==> config.mk <==
export PLATFORM = sky130hd
export DESIGN_NAME = axil_host_initiator
export DESIGN_NICKNAME = d
export VERILOG_FILES = /design/src/rtl/axil_host_initiator.sv
export SDC_FILE = /design/constraint.sdc
export NUM_CORES = 1
export LEC_CHECK = 0
export ABC_AREA = 1
export BUFFER_PORTS_ARGS = -buffer_cell sky130_fd_sc_hd__buf_2
export CAP_MARGIN = 20
export CORE_ASPECT_RATIO = 0.7
export CORE_UTILIZATION = 48
export CTS_CLUSTER_SIZE = 16
export DETAILED_ROUTE_END_ITERATION = 6
export PLACE_DENSITY = 0.86
export SYNTH_ARGS = -nofsm -noshare
export SYNTH_HDL_FRONTEND = slang
export SYNTH_SLANG_ARGS = --single-unit
export TNS_END_PERCENT = 5
==> constraint.sdc <==
create_clock -name m00_axi_aclk -period 2 [get_ports m00_axi_aclk]
set_input_delay 0.3 -clock m00_axi_aclk [delete_from_list [all_inputs] [get_ports m00_axi_aclk]]
set_output_delay 0.3 -clock m00_axi_aclk [all_outputs]
set_load 0.02 [all_outputs]
==> src/rtl/axil_host_initiator.sv <==
// -----------------------------------------------------------------------------
// axil_host_initiator
//
// AXI4-Lite initiator that turns a valid/ready command stream into single
// read or write transactions, one outstanding at a time, and returns the
// response on a valid/ready response stream. A watchdog bounds the wait for
// B/R; on expiry it reports SLVERR with resp_timeout_o=1 and quietly drains
// the late beat before accepting the next command.
//
// Ports:
//   m00_axi_aclk / m00_axi_aresetn     clock, async active-low reset
//   cmd_v_i / cmd_ready_o              command handshake
//   cmd_we_i, cmd_addr_i, cmd_data_i, cmd_wstrb_i   command payload
//   resp_v_o / resp_ready_i            response handshake
//   resp_data_o, resp_code_o, resp_timeout_o       response payload
//   m00_axi_aw*, m00_axi_w*, m00_axi_b*, m00_axi_ar*, m00_axi_r*
//                                      AXI4-Lite master channels
// -----------------------------------------------------------------------------
module axil_host_initiator #(
  parameter int C_M00_AXI_ADDR_WIDTH = 6,
  parameter int C_M00_AXI_DATA_WIDTH = 32,
  parameter int timeout_cycles_p     = 1024
) (
  input  logic                                m00_axi_aclk,
  input  logic                                m00_axi_aresetn,
  input  logic                                cmd_v_i,
  output logic                                cmd_ready_o,
  input  logic                                cmd_we_i,
  input  logic [C_M00_AXI_ADDR_WIDTH-1:0]     cmd_addr_i,
  input  logic [C_M00_AXI_DATA_WIDTH-1:0]     cmd_data_i,
  input  logic [C_M00_AXI_DATA_WIDTH/8-1:0]   cmd_wstrb_i,
  output logic                                resp_v_o,
  input  logic                                resp_ready_i,
  output logic [C_M00_AXI_DATA_WIDTH-1:0]     resp_data_o,
  output logic [1:0]                          resp_code_o,
  output logic                                resp_timeout_o,
  output logic [C_M00_AXI_ADDR_WIDTH-1:0]     m00_axi_awaddr,
  output logic [2:0]                          m00_axi_awprot,
  output logic                                m00_axi_awvalid,
  input  logic                                m00_axi_awready,
  output logic [C_M00_AXI_DATA_WIDTH-1:0]     m00_axi_wdata,
  output logic [C_M00_AXI_DATA_WIDTH/8-1:0]   m00_axi_wstrb,
  output logic                                m00_axi_wvalid,
  input  logic                                m00_axi_wready,
  input  logic [1:0]                          m00_axi_bresp,
  input  logic                                m00_axi_bvalid,
  output logic                                m00_axi_bready,
  output logic [C_M00_AXI_ADDR_WIDTH-1:0]     m00_axi_araddr,
  output logic [2:0]                          m00_axi_arprot,
  output logic                                m00_axi_arvalid,
  input  logic                                m00_axi_arready,
  input  logic [C_M00_AXI_DATA_WIDTH-1:0]     m00_axi_rdata,
  input  logic [1:0]                          m00_axi_rresp,
  input  logic                                m00_axi_rvalid,
  output logic                                m00_axi_rready
);

  localparam int AW = C_M00_AXI_ADDR_WIDTH;
  localparam int DW = C_M00_AXI_DATA_WIDTH;
  localparam int SW = DW / 8;
  localparam int CW = $clog2(timeout_cycles_p);
  localparam logic [CW-1:0] CNT_LAST = CW'(timeout_cycles_p - 1);

  typedef enum logic [2:0] {
    S_IDLE,
    S_WR_ADDR_DATA,
    S_RD_ADDR,
    S_WAIT_B,
    S_WAIT_R,
    S_RESP,
    S_RESP_DRAIN,
    S_DRAIN_ONLY
  } state_e;

  state_e          state_q, state_d;
  logic            aw_pend_q, aw_pend_d;
  logic            w_pend_q, w_pend_d;
  logic            is_wr_q, is_wr_d;
  logic            drained_q, drained_d;
  logic [CW-1:0]   cnt_q, cnt_d;
  logic [AW-1:0]   awaddr_q, awaddr_d;
  logic [AW-1:0]   araddr_q, araddr_d;
  logic [DW-1:0]   wdata_q, wdata_d;
  logic [SW-1:0]   wstrb_q, wstrb_d;
  logic [DW-1:0]   resp_data_q, resp_data_d;
  logic [1:0]      resp_code_q, resp_code_d;
  logic            resp_timeout_q, resp_timeout_d;

  logic            draining;
  logic            beat;

  // Drain states keep the ready of whichever channel the timed-out
  // transaction used, so the late beat is swallowed on the right channel.
  assign draining        = (state_q == S_RESP_DRAIN) || (state_q == S_DRAIN_ONLY);
  assign m00_axi_bready  = (state_q == S_WAIT_B) || (draining && is_wr_q);
  assign m00_axi_rready  = (state_q == S_WAIT_R) || (draining && !is_wr_q);
  // Valids outside the matching ready window never count, so spurious
  // bvalid/rvalid are ignored.
  assign beat = is_wr_q ? (m00_axi_bvalid && m00_axi_bready)
                        : (m00_axi_rvalid && m00_axi_rready);

  assign cmd_ready_o     = (state_q == S_IDLE);
  assign resp_v_o        = (state_q == S_RESP) || (state_q == S_RESP_DRAIN);
  assign resp_data_o     = resp_data_q;
  assign resp_code_o     = resp_code_q;
  assign resp_timeout_o  = resp_timeout_q;

  assign m00_axi_awaddr  = awaddr_q;
  assign m00_axi_awprot  = 3'b000;
  assign m00_axi_awvalid = aw_pend_q;
  assign m00_axi_wdata   = wdata_q;
  assign m00_axi_wstrb   = wstrb_q;
  assign m00_axi_wvalid  = w_pend_q;
  assign m00_axi_araddr  = araddr_q;
  assign m00_axi_arprot  = 3'b000;
  assign m00_axi_arvalid = (state_q == S_RD_ADDR);

  always_comb begin
    // NOTE: every variable written here gets its hold value first, so no
    // path through the case leaves one unassigned and no latch is inferred.
    state_d        = state_q;
    aw_pend_d      = aw_pend_q;
    w_pend_d       = w_pend_q;
    is_wr_d        = is_wr_q;
    drained_d      = drained_q;
    cnt_d          = cnt_q;
    awaddr_d       = awaddr_q;
    araddr_d       = araddr_q;
    wdata_d        = wdata_q;
    wstrb_d        = wstrb_q;
    resp_data_d    = resp_data_q;
    resp_code_d    = resp_code_q;
    resp_timeout_d = resp_timeout_q;

    unique case (state_q)
      S_IDLE: begin
        if (cmd_v_i) begin
          is_wr_d = cmd_we_i;
          if (cmd_we_i) begin
            awaddr_d  = cmd_addr_i;
            wdata_d   = cmd_data_i;
            wstrb_d   = cmd_wstrb_i;
            aw_pend_d = 1'b1;
            w_pend_d  = 1'b1;
            state_d   = S_WR_ADDR_DATA;
          end else begin
            araddr_d  = cmd_addr_i;
            state_d   = S_RD_ADDR;
          end
        end
      end
      S_WR_ADDR_DATA: begin
        // The pends are the valids, so each clears only on its own handshake.
        aw_pend_d = aw_pend_q && !m00_axi_awready;
        w_pend_d  = w_pend_q && !m00_axi_wready;
        if (!aw_pend_d && !w_pend_d) state_d = S_WAIT_B;
      end
      S_RD_ADDR: begin
        if (m00_axi_arready) state_d = S_WAIT_R;
      end
      S_WAIT_B, S_WAIT_R: begin
        if (beat) begin
          resp_code_d    = is_wr_q ? m00_axi_bresp : m00_axi_rresp;
          resp_data_d    = is_wr_q ? '0 : m00_axi_rdata;
          resp_timeout_d = 1'b0;
          cnt_d          = '0;
          state_d        = S_RESP;
        end else if (cnt_q == CNT_LAST) begin
          // A response on the last allowed cycle still wins over the timeout.
          resp_code_d    = 2'b10;
          resp_data_d    = '0;
          resp_timeout_d = 1'b1;
          cnt_d          = '0;
          drained_d      = 1'b0;
          state_d        = S_RESP_DRAIN;
        end else begin
          cnt_d = cnt_q + 1'b1;
        end
      end
      S_RESP: begin
        if (resp_ready_i) state_d = S_IDLE;
      end
      S_RESP_DRAIN: begin
        drained_d = drained_q || beat;
        if (resp_ready_i) state_d = drained_d ? S_IDLE : S_DRAIN_ONLY;
      end
      S_DRAIN_ONLY: begin
        if (beat) state_d = S_IDLE;
      end
      default: state_d = S_IDLE;
    endcase
  end

  always_ff @(posedge m00_axi_aclk or negedge m00_axi_aresetn) begin
    if (!m00_axi_aresetn) begin
      state_q        <= S_IDLE;
      aw_pend_q      <= 1'b0;
      w_pend_q       <= 1'b0;
      is_wr_q        <= 1'b0;
      drained_q      <= 1'b0;
      cnt_q          <= '0;
      awaddr_q       <= '0;
      araddr_q       <= '0;
      wdata_q        <= '0;
      wstrb_q        <= '0;
      resp_data_q    <= '0;
      resp_code_q    <= '0;
      resp_timeout_q <= 1'b0;
    end else begin
      // NOTE: non-blocking assignments make every register update from the
      // pre-edge values, independent of statement order.
      state_q        <= state_d;
      aw_pend_q      <= aw_pend_d;
      w_pend_q       <= w_pend_d;
      is_wr_q        <= is_wr_d;
      drained_q      <= drained_d;
      cnt_q          <= cnt_d;
      awaddr_q       <= awaddr_d;
      araddr_q       <= araddr_d;
      wdata_q        <= wdata_d;
      wstrb_q        <= wstrb_d;
      resp_data_q    <= resp_data_d;
      resp_code_q    <= resp_code_d;
      resp_timeout_q <= resp_timeout_d;
    end
  end

endmodule

Word level (Yosys, flattened, before mapping)

Index checks and enable logic that the tools add are counted.

Bitwise logic cells: 1
Equal/unequal tests: 18
Mux-type cells: 29
$add $sub $neg: 1
Reduce and logical (&&, ||, !) cells: 29

Operators by type and width:

| operator                | number |
|---|---|
| $mux W32                | 3 |
| $mux W3                 | 9 |
| $pmux W3 S7             | 1 |
| $mux W10                | 2 |
| $ne A2 B2 Y1 const B    | 7 |
| $eq A3 B3 Y1 const B    | 4 |
| $reduce_and A3 Y1       | 4 |
| $add A10 B1 Y10 const B | 1 |
| $eq A10 B10 Y1 const B  | 1 |
| $mux W2                 | 4 |
| $logic_and A1 B1 Y1     | 7 |
| $mux W1                 | 7 |
| $reduce_and A7 Y1       | 1 |
| $eq A3 B2 Y1 const B    | 2 |
| $pmux W1 S2             | 3 |
| $reduce_bool A2 Y1      | 3 |
| $logic_not A1 Y1        | 5 |
| $logic_or A1 B1 Y1      | 5 |
| $ne A2 B1 Y1 const B    | 2 |
| $reduce_and A2 Y1       | 2 |
| $eq A3 B1 Y1 const B    | 1 |
| $logic_not A3 Y1        | 1 |
| $ne A3 B3 Y1 const B    | 1 |
| $reduce_or A2 Y1        | 1 |
| $not A1 Y1              | 1 |

Register bits after elaboration: 100
Output and inout bits: 96
Logic and storage cells: 91
Input port bits: 88

Logic depth before layout (Yosys ltp)

Gate-level depths: netlist of run 1.

Depth after elaboration: 10
Depth in mapped cells: 12
Mapped depth without buffers: 10

Worst setup path before layout of run 1

Ideal clock, no wire load.

Path type: reg2reg
Start point: register state_q[1]
End point: register wdata_q[13], in the netlist m00_axi_wdata[13]
Path slack: 0.328 ns
Cell stages (with the launch flop): 10
Setup time: 0.117 ns
Required time: 1.883 ns
Clock period less this slack: 1.672 ns
Path buffers: 3
Arrival: 1.555 ns
Cells stage by stage: dfrtp_1 > buf_4 > nor3_4 > nand2_1 > nor2_2 > inv_2 > buf_4 > buf_4 > nand2_1 > nand2_1

Word-level cells in the longest chain between the ends: 2

Ends and longest elaborated chain:

| element                     | RTL line | RTL |
|---|---|---|
| start: declaration          | 75       | `state_e state_q, state_d;` |
| start signal: assignment    | 212      | `state_q <= state_d;` |
| $logic_not A3 Y1            | n/a      |  |
| net cmd_ready_o             | 27       | `output logic cmd_ready_o,` |
| $reduce_and A3 Y1 (no line) | n/a      |  |
| end signal: assignment      | 220      | `wdata_q <= wdata_d;` |
| end: declaration            | 83       | `logic [DW-1:0] wdata_q, wdata_d;` |

The timed path passes the listed nets, and every way through them passes these cells.
A chain may end at the register's enable or synchronous reset.

Worst setup path after layout of run 1

Start point: register state_q[0]
End point: register resp_data_q[19], in the netlist resp_data_o[19]

Word-level cells in the longest chain between the ends: 8
Elaborated cells on any way between the ends: 16
Classes of those cells: 4 x eq/ne; 2 x mux; 10 x reduce/logical

Ends and longest elaborated chain:

| element                                       | RTL line | RTL |
|---|---|---|
| $eq A3 B3 Y1                                  | 94       | `assign draining = (state_q == S_RESP_DRAIN) \|\| (state_q == S_DRAIN_ONLY);` |
| $logic_or A1 B1 Y1                            | 94       |  |
| $logic_and A1 B1 Y1, on equally long branches | 96, 95   |  |
| $logic_or A1 B1 Y1, on equally long branches  | 96, 95   |  |
| $logic_and A1 B1 Y1, on equally long branches | 100, 99  |  |
| $mux W1                                       | 99       | `assign beat = is_wr_q ? (m00_axi_bvalid && m00_axi_bready)` |
| $reduce_bool A2 Y1 (no line)                  | n/a      |  |
| $reduce_and A2 Y1 (no line)                   | n/a      |  |
| end signal: assignment                        | 222      | `resp_data_q <= resp_data_d;` |
| end: declaration                              | 85       | `logic [DW-1:0] resp_data_q, resp_data_d;` |

Several ways; a longest one is shown, not always the timed one.

==> results.toml, run 1 <==
[global_route]
antenna_found_initial = 0
grt_pass1_wl_mm = 17.8
gr-total-overflow = 0
grt_usage = 0.226
grt_pass1_vias = 3827
grt_max_degree = 49

[critical_path]
critPathLaunch = "state_q[0]"
path_buf_inv = 1
worstPathCellList = "nor2_2, nand2_2, nand2_2, nand2_4, nand2_4, nand2_4, nand2_4, buf_12, nand3_1, nand2_1"
cp_max_fo = 38
worstPathArrival_ns = 2.04
crit_path_end_kind = "register"
crit_type = "register to register"
crit_slowest_cell = "dfrtp_1"
ff2ff_path_depth = 10
worst-r2r-setup-slack_ns = 0.23
start_kind = "register"
r2r-start = "state_q[0]"
cpMostUsedCell = "nand2_4"
path_delay_family = "simple AND/OR/NAND/NOR gates"
worstPathRequired_ns = 2.27
crit_path_end = "resp_data_o[19]"
cp.depth = 10
cpPeakStageDelay_ns = 0.53
r2r-end = "resp_data_o[19]"

[layout]
syn2layout_area_growth_pct = 27.5
fillCellCount = 755
stdcell_count = 824
layout-drive-gt1-share = 0.339
n_antenna_cell = 0
fin_area_um2 = 5790
nets = 784
layout_common_cells = "nand2_1 (232), buf_2 (176), dfrtp_1 (100), inv_1 (33), nand3_1 (27)"
final_common_cell = "nand2_1"

[power_and_ir_drop]
p_leak_nw = 3.43
peakVddDrop_mv = 0.865
powerDensity_nw_per_um2 = 1400

[placement]
gp_congestion = 0.867
portBuffers = 177
place_ws_ns = 0.103
place_inst = 807
hpwl_mm = 7.76
placed_area_um2 = 5470

[clock_network]
cts_buffers = 9
cts-root-buf = "clkbuf_16"
clock_path_buffers = 2
cts_tree = "done"
path_clk_slew_ns = 0.07
h-tree-depth = 3
cts.sinks = 100
clock_latency_ns = 0.34

[synth]
ys_seq_area_frac = 0.551
synth_area_per_cell_um2 = 8.68
yosysTopAreaCellShare = 0.551
synth_cells = 523
ys_warn_count = 0
synth_area_um2 = 4540
synth_top_area_cell = "dfrtp_1"
ys_top_cells_by_area = "dfrtp_1 (55%), nand2_1 (19%), nand3_2 (4.6%), nand3_1 (3.0%), inv_1 (2.7%)"
synth_cell_types = 28
ys_ff_latch = 100

[worst_hold_path]
worst_hold_path_type = "primary input to register"
whs_path_depth = 3

[route]
antenna_left = 0
vias = 3936
drc = 0
viasPerCell = 4.78
wl_met1_mm = 4.60
avgRoutedWirePerCell_um = 12.8
met3_wirelength_um = 843
dr_wl_met2_mm = 5.02
routed.top_layer = "met4"
drt_iter0_drc = 219
drt_pass1_iterations = 4
wl_mm = 10.6

[sta]
clock.fmax_mhz = 565
layout_setup_ws_ns = 0.230
hold_viol_final = 0
min_period_over_period = 0.885
tightest_slew_ns = 0.730
rsz0062_at_grt = "no"
slew_violations = 0
fin_crit_ns = 1.77
slew_headroom = 0.513
setup_viol = 0
fin_skew_ns = 0.00825
setup_tns_ns = 0

[floorplan]
die_area_um2 = 9860
io_pins = 184
dieHeight_um = 83.4
core_area_um2 = 9110
die_w_um = 118
initial_core_util = 0.499
num_rows = 29

[run_status]
status = "completed"

[run]
drv_cap = 0
[worst min-delay path by stage]
stage	slack, ns	end	from
after global routing	0.14	m00_axi_wdata[7]	cmd_data_i[7]
after floorplan	0.004	cnt_q[0]	m00_axi_aresetn
after detailed placement	0.33	resp_data_o[8]	m00_axi_aresetn
after CTS	0.14	m00_axi_wdata[11]	cmd_data_i[11]
final	0.16	m00_axi_wdata[7]	cmd_data_i[7]
after global placement	0.32	resp_data_o[8]	m00_axi_aresetn
[power by group]
group          switching, W  internal (W)  leakage (nW)
Clock              0.000769       0.00102         0.150
Combinational       0.00207       0.00105          1.98
Sequential         0.000490       0.00270          1.29
[tightest hold or removal path, delay by kind of cell]
| family | cells | cell delay (ns) |
|---|---|---|
| buf+inv | 1 | 0.07 |
| simple gates | 2 | 0.09 |
[metal layers]
metal  global-route usage  vias to the layer above
met2                0.382                      150
met1                0.278                     1819
met3               0.0721                       11
met4               0.0618                        0
met5                    0                        -
li1                     -                     1956
[sequential cells by signal, indices dropped and copies added (netlist names)]
signal,count
m00_axi_awaddr,6
m00_axi_araddr,6
drained_q,1
m00_axi_wdata,32
m00_axi_wstrb,4
resp_data_o,32
m00_axi_awvalid,1
cnt_q,10
state_q,3
is_wr_q,1
resp_code_o,2
m00_axi_wvalid,1
resp_timeout_o,1
[synth_stat cells, drive strengths merged]
master and count:
a21oi 3, a2bb2oi 2, a31oi 1, and2 1, buf 27, clkbuf 3
conb 1, dfrtp 100, ha 1, inv 36, mux2i 1, nand2 241
nand3 48, nand4 9, nor2 26, nor3 1, o21ai 15, o21bai 1
xnor2 1, xor2 5
[through the flow]
stage | utilization | total power [W] | hold WS (ns)
after detailed placement | 0.601 | 0.00635 | 0.332
after CTS | 0.636 | 0.00816 | 0.144
final | 0.636 | 0.00810 | 0.158
after global routing | 0.636 | 0.00864 | 0.144
after floorplan | - | 0.00529 | 0.00441
after global placement | 0.601 | 0.00621 | 0.316
[cell families (layout without fill, tap and decap cells)]
kind of cell               Yosys count  after routing  share of synthesized area
and+or+nand+nor                    326            326                      0.325
DFF                                100            100                      0.551
buffers and inverters               66            238                     0.0804
AOI/OAI and AO/OA                   22             22                     0.0267
xor gates and xnor gates             6              6                     0.0116
adders and majority gates            1              1                    0.00275
other                                1              6                   0.000826
muxes                                1              1                    0.00220
[area by class of cell]
| cell class | count | area [um^2] | area share |
|---|---|---|---|
| Multi-Input combinational cell | 362 | 1690 | 0.292 |
| Inverter | 36 | 138 | 0.0238 |
| Timing Repair Buffer | 186 | 996 | 0.172 |
| Clock inverter | 6 | 68.8 | 0.0119 |
| Sequential cell | 100 | 2500 | 0.432 |
| Clock buffer | 10 | 239 | 0.0413 |
| Tap cell | 124 | 155 | 0.0268 |
[repair_timing]
item	4_1_cts	5_1_grt
hold endpoints to repair	40	0
setup buffers	0	0
resized for setup	0	2
hold buffers	1	0
endpoints found under the setup margin	0	32
No activity file was read; power rests on OpenSTA's default activity.
==> run 2, diff against run 1 <==
Settings changed: BUFFER_PORTS_ARGS -buffer_cell sky130_fd_sc_hd__buf_2 to -buffer_cell sky130_fd_sc_hd__buf_4, CORE_MARGIN set to 2.
==> results.toml, run 2 (synthesis gave the netlist of run 1 again) <==
[run_status]
status = "completed"

[clock_network]
cts_buffers = 9
cts_tree = "done"
cts-root-buf = "clkbuf_16"
cts.sinks = 100
h-tree-depth = 3
clock_path_buffers = 2
clock_latency_ns = 0.35
path_clk_slew_ns = 0.07

[global_route]
grt_usage = 0.228
gr-total-overflow = 0
antenna_found_initial = 0
grt_max_degree = 69
grt_pass1_wl_mm = 18.5
grt_pass1_vias = 4044

[critical_path]
worst-r2r-setup-slack_ns = 0.21
start_kind = "register"
crit_path_end_kind = "register"
critPathLaunch = "state_q[1]"
r2r-end = "m00_axi_awaddr[5]"
worstPathArrival_ns = 1.98
path_delay_family = "flip-flops"
r2r-start = "state_q[1]"
worstPathCellList = "nor3_4, nand2_1, nor2_2, inv_2, o21ai_0"
ff2ff_path_depth = 5
cp_max_fo = 48
crit_type = "register to register"
path_buf_inv = 1
worstPathRequired_ns = 2.19
cpPeakStageDelay_ns = 0.60
crit_slowest_cell = "dfrtp_1"

[route]
drc = 0
drt_pass1_iterations = 5
vias = 3979
viasPerCell = 4.84
antenna_left = 0
drt_iter0_drc = 219
wl_mm = 11.2
avgRoutedWirePerCell_um = 13.6

[sta]
hold_slack_ns = 0.147
slew_violations = 0
tightest_slew_ns = 0.764
hold_viol_final = 0
min_period_over_period = 0.895
setup_viol = 0
fin_skew_ns = 0.00920
setup_tns_ns = 0
slew_headroom = 0.490
fin_crit_ns = 1.79
rsz0062_at_grt = "no"
clock.fmax_mhz = 559

[placement]
place_inst = 805
hpwl_mm = 8.14
portBuffers = 177
gp_congestion = 0.874
placed_area_um2 = 5900

[layout]
final_common_cell = "nand2_1"
syn2layout_area_growth_pct = 36.5
nets = 782
stdcell_count = 822
fillCellCount = 758
layout_common_cells = "nand2_1 (232), buf_4 (180), dfrtp_1 (100), inv_1 (33), nand3_1 (27)"
layout-drive-gt1-share = 0.337
n_antenna_cell = 0
finish.utilization = 0.678
fin_area_um2 = 6200

[run]
drv_cap = 0

[power_and_ir_drop]
combPwrFrac = 0.415
seqPwrFrac = 0.384
swShare = 0.399
powerDensity_nw_per_um2 = 1350
switchingPower_w = 0.00335
peakVddDrop_mv = 0.946
internal_power_w = 0.00504
pwr-share-clk = 0.200
p_leak_nw = 3.51

[worst_hold_path]
worst_hold_path_type = "primary input to register"
holdPathEnd = "m00_axi_wdata[6]"
hp-start = "cmd_data_i[6]"
whs_path_depth = 3

[floorplan]
io_pins = 184
initial_core_util = 0.497
die_w_um = 120
die_area_um2 = 10300
core_area_um2 = 9140
num_rows = 29
dieHeight_um = 85.4
-- run 2: through the flow --
stage / worst slack (ns) / power, W
after global placement: 0.226 / 0.00664
after detailed placement: 0.118 / 0.00677
final: 0.211 / 0.00839
after global routing: 0.0353 / 0.00896
after floorplan: 0.328 / 0.00529
after CTS: 0.0999 / 0.00847
-- run 2: final cells by class --
type	instances	area, um^2	share of cell area
Clock buffer	12	256	0.0414
Clock inverter	4	31.3	0.00505
Inverter	36	138	0.0222
Multi-Input combinational cell	362	1700	0.273
Sequential cell	100	2500	0.404
Tap cell	124	155	0.0250
Timing Repair Buffer	184	1420	0.229
-- run 2: tightest hold or removal path, stage by stage --
cell     delay, ns
buf_4         0.08
nand2_1       0.04
nand2_1       0.05
-- run 2: power groups by stage --
| stage | Sequential (W) | Combinational [W] | Clock (W) |
|---|---|---|---|
| 2_1_floorplan | 0.00380 | 0.00149 | 0 |
| 3_3_place_gp | 0.00321 | 0.00343 | 0 |
| 3_5_place_dp | 0.00323 | 0.00353 | 0 |
| 4_1_cts | 0.00323 | 0.00353 | 0.00172 |
| 5_1_grt | 0.00333 | 0.00383 | 0.00181 |
| 6_report | 0.00323 | 0.00349 | 0.00168 |
-- run 2: how the worst max path moves through the flow --
stage	endpoint	depth (start not counted)
6_report	m00_axi_awaddr[5]	5
5_1_grt	resp_data_o[15]	10
4_1_cts	resp_data_o[20]	10
3_5_place_dp	resp_data_o[20]	10
3_3_place_gp	resp_data_o[21]	10
2_1_floorplan	m00_axi_wdata[13]	9
-- run 2: per-layer routing --
| layer | share of wire | up-vias | track usage |
|---|---|---|---|
| met1 | 0.42 | 1856 | 0.272 |
| li1 | - | 1953 | - |
| met4 | 0.0094 | 0 | 0.0687 |
| met3 | 0.095 | 12 | 0.0833 |
| met5 | 0 | - | 0 |
| met2 | 0.48 | 158 | 0.390 |
-- run 2: timing repair --
action	in CTS	in global routing
setup endpoints to repair	0	34
gates resized for setup	0	3
hold buffers	1	0
buffers inserted	0	0
hold endpoints to repair	2	0
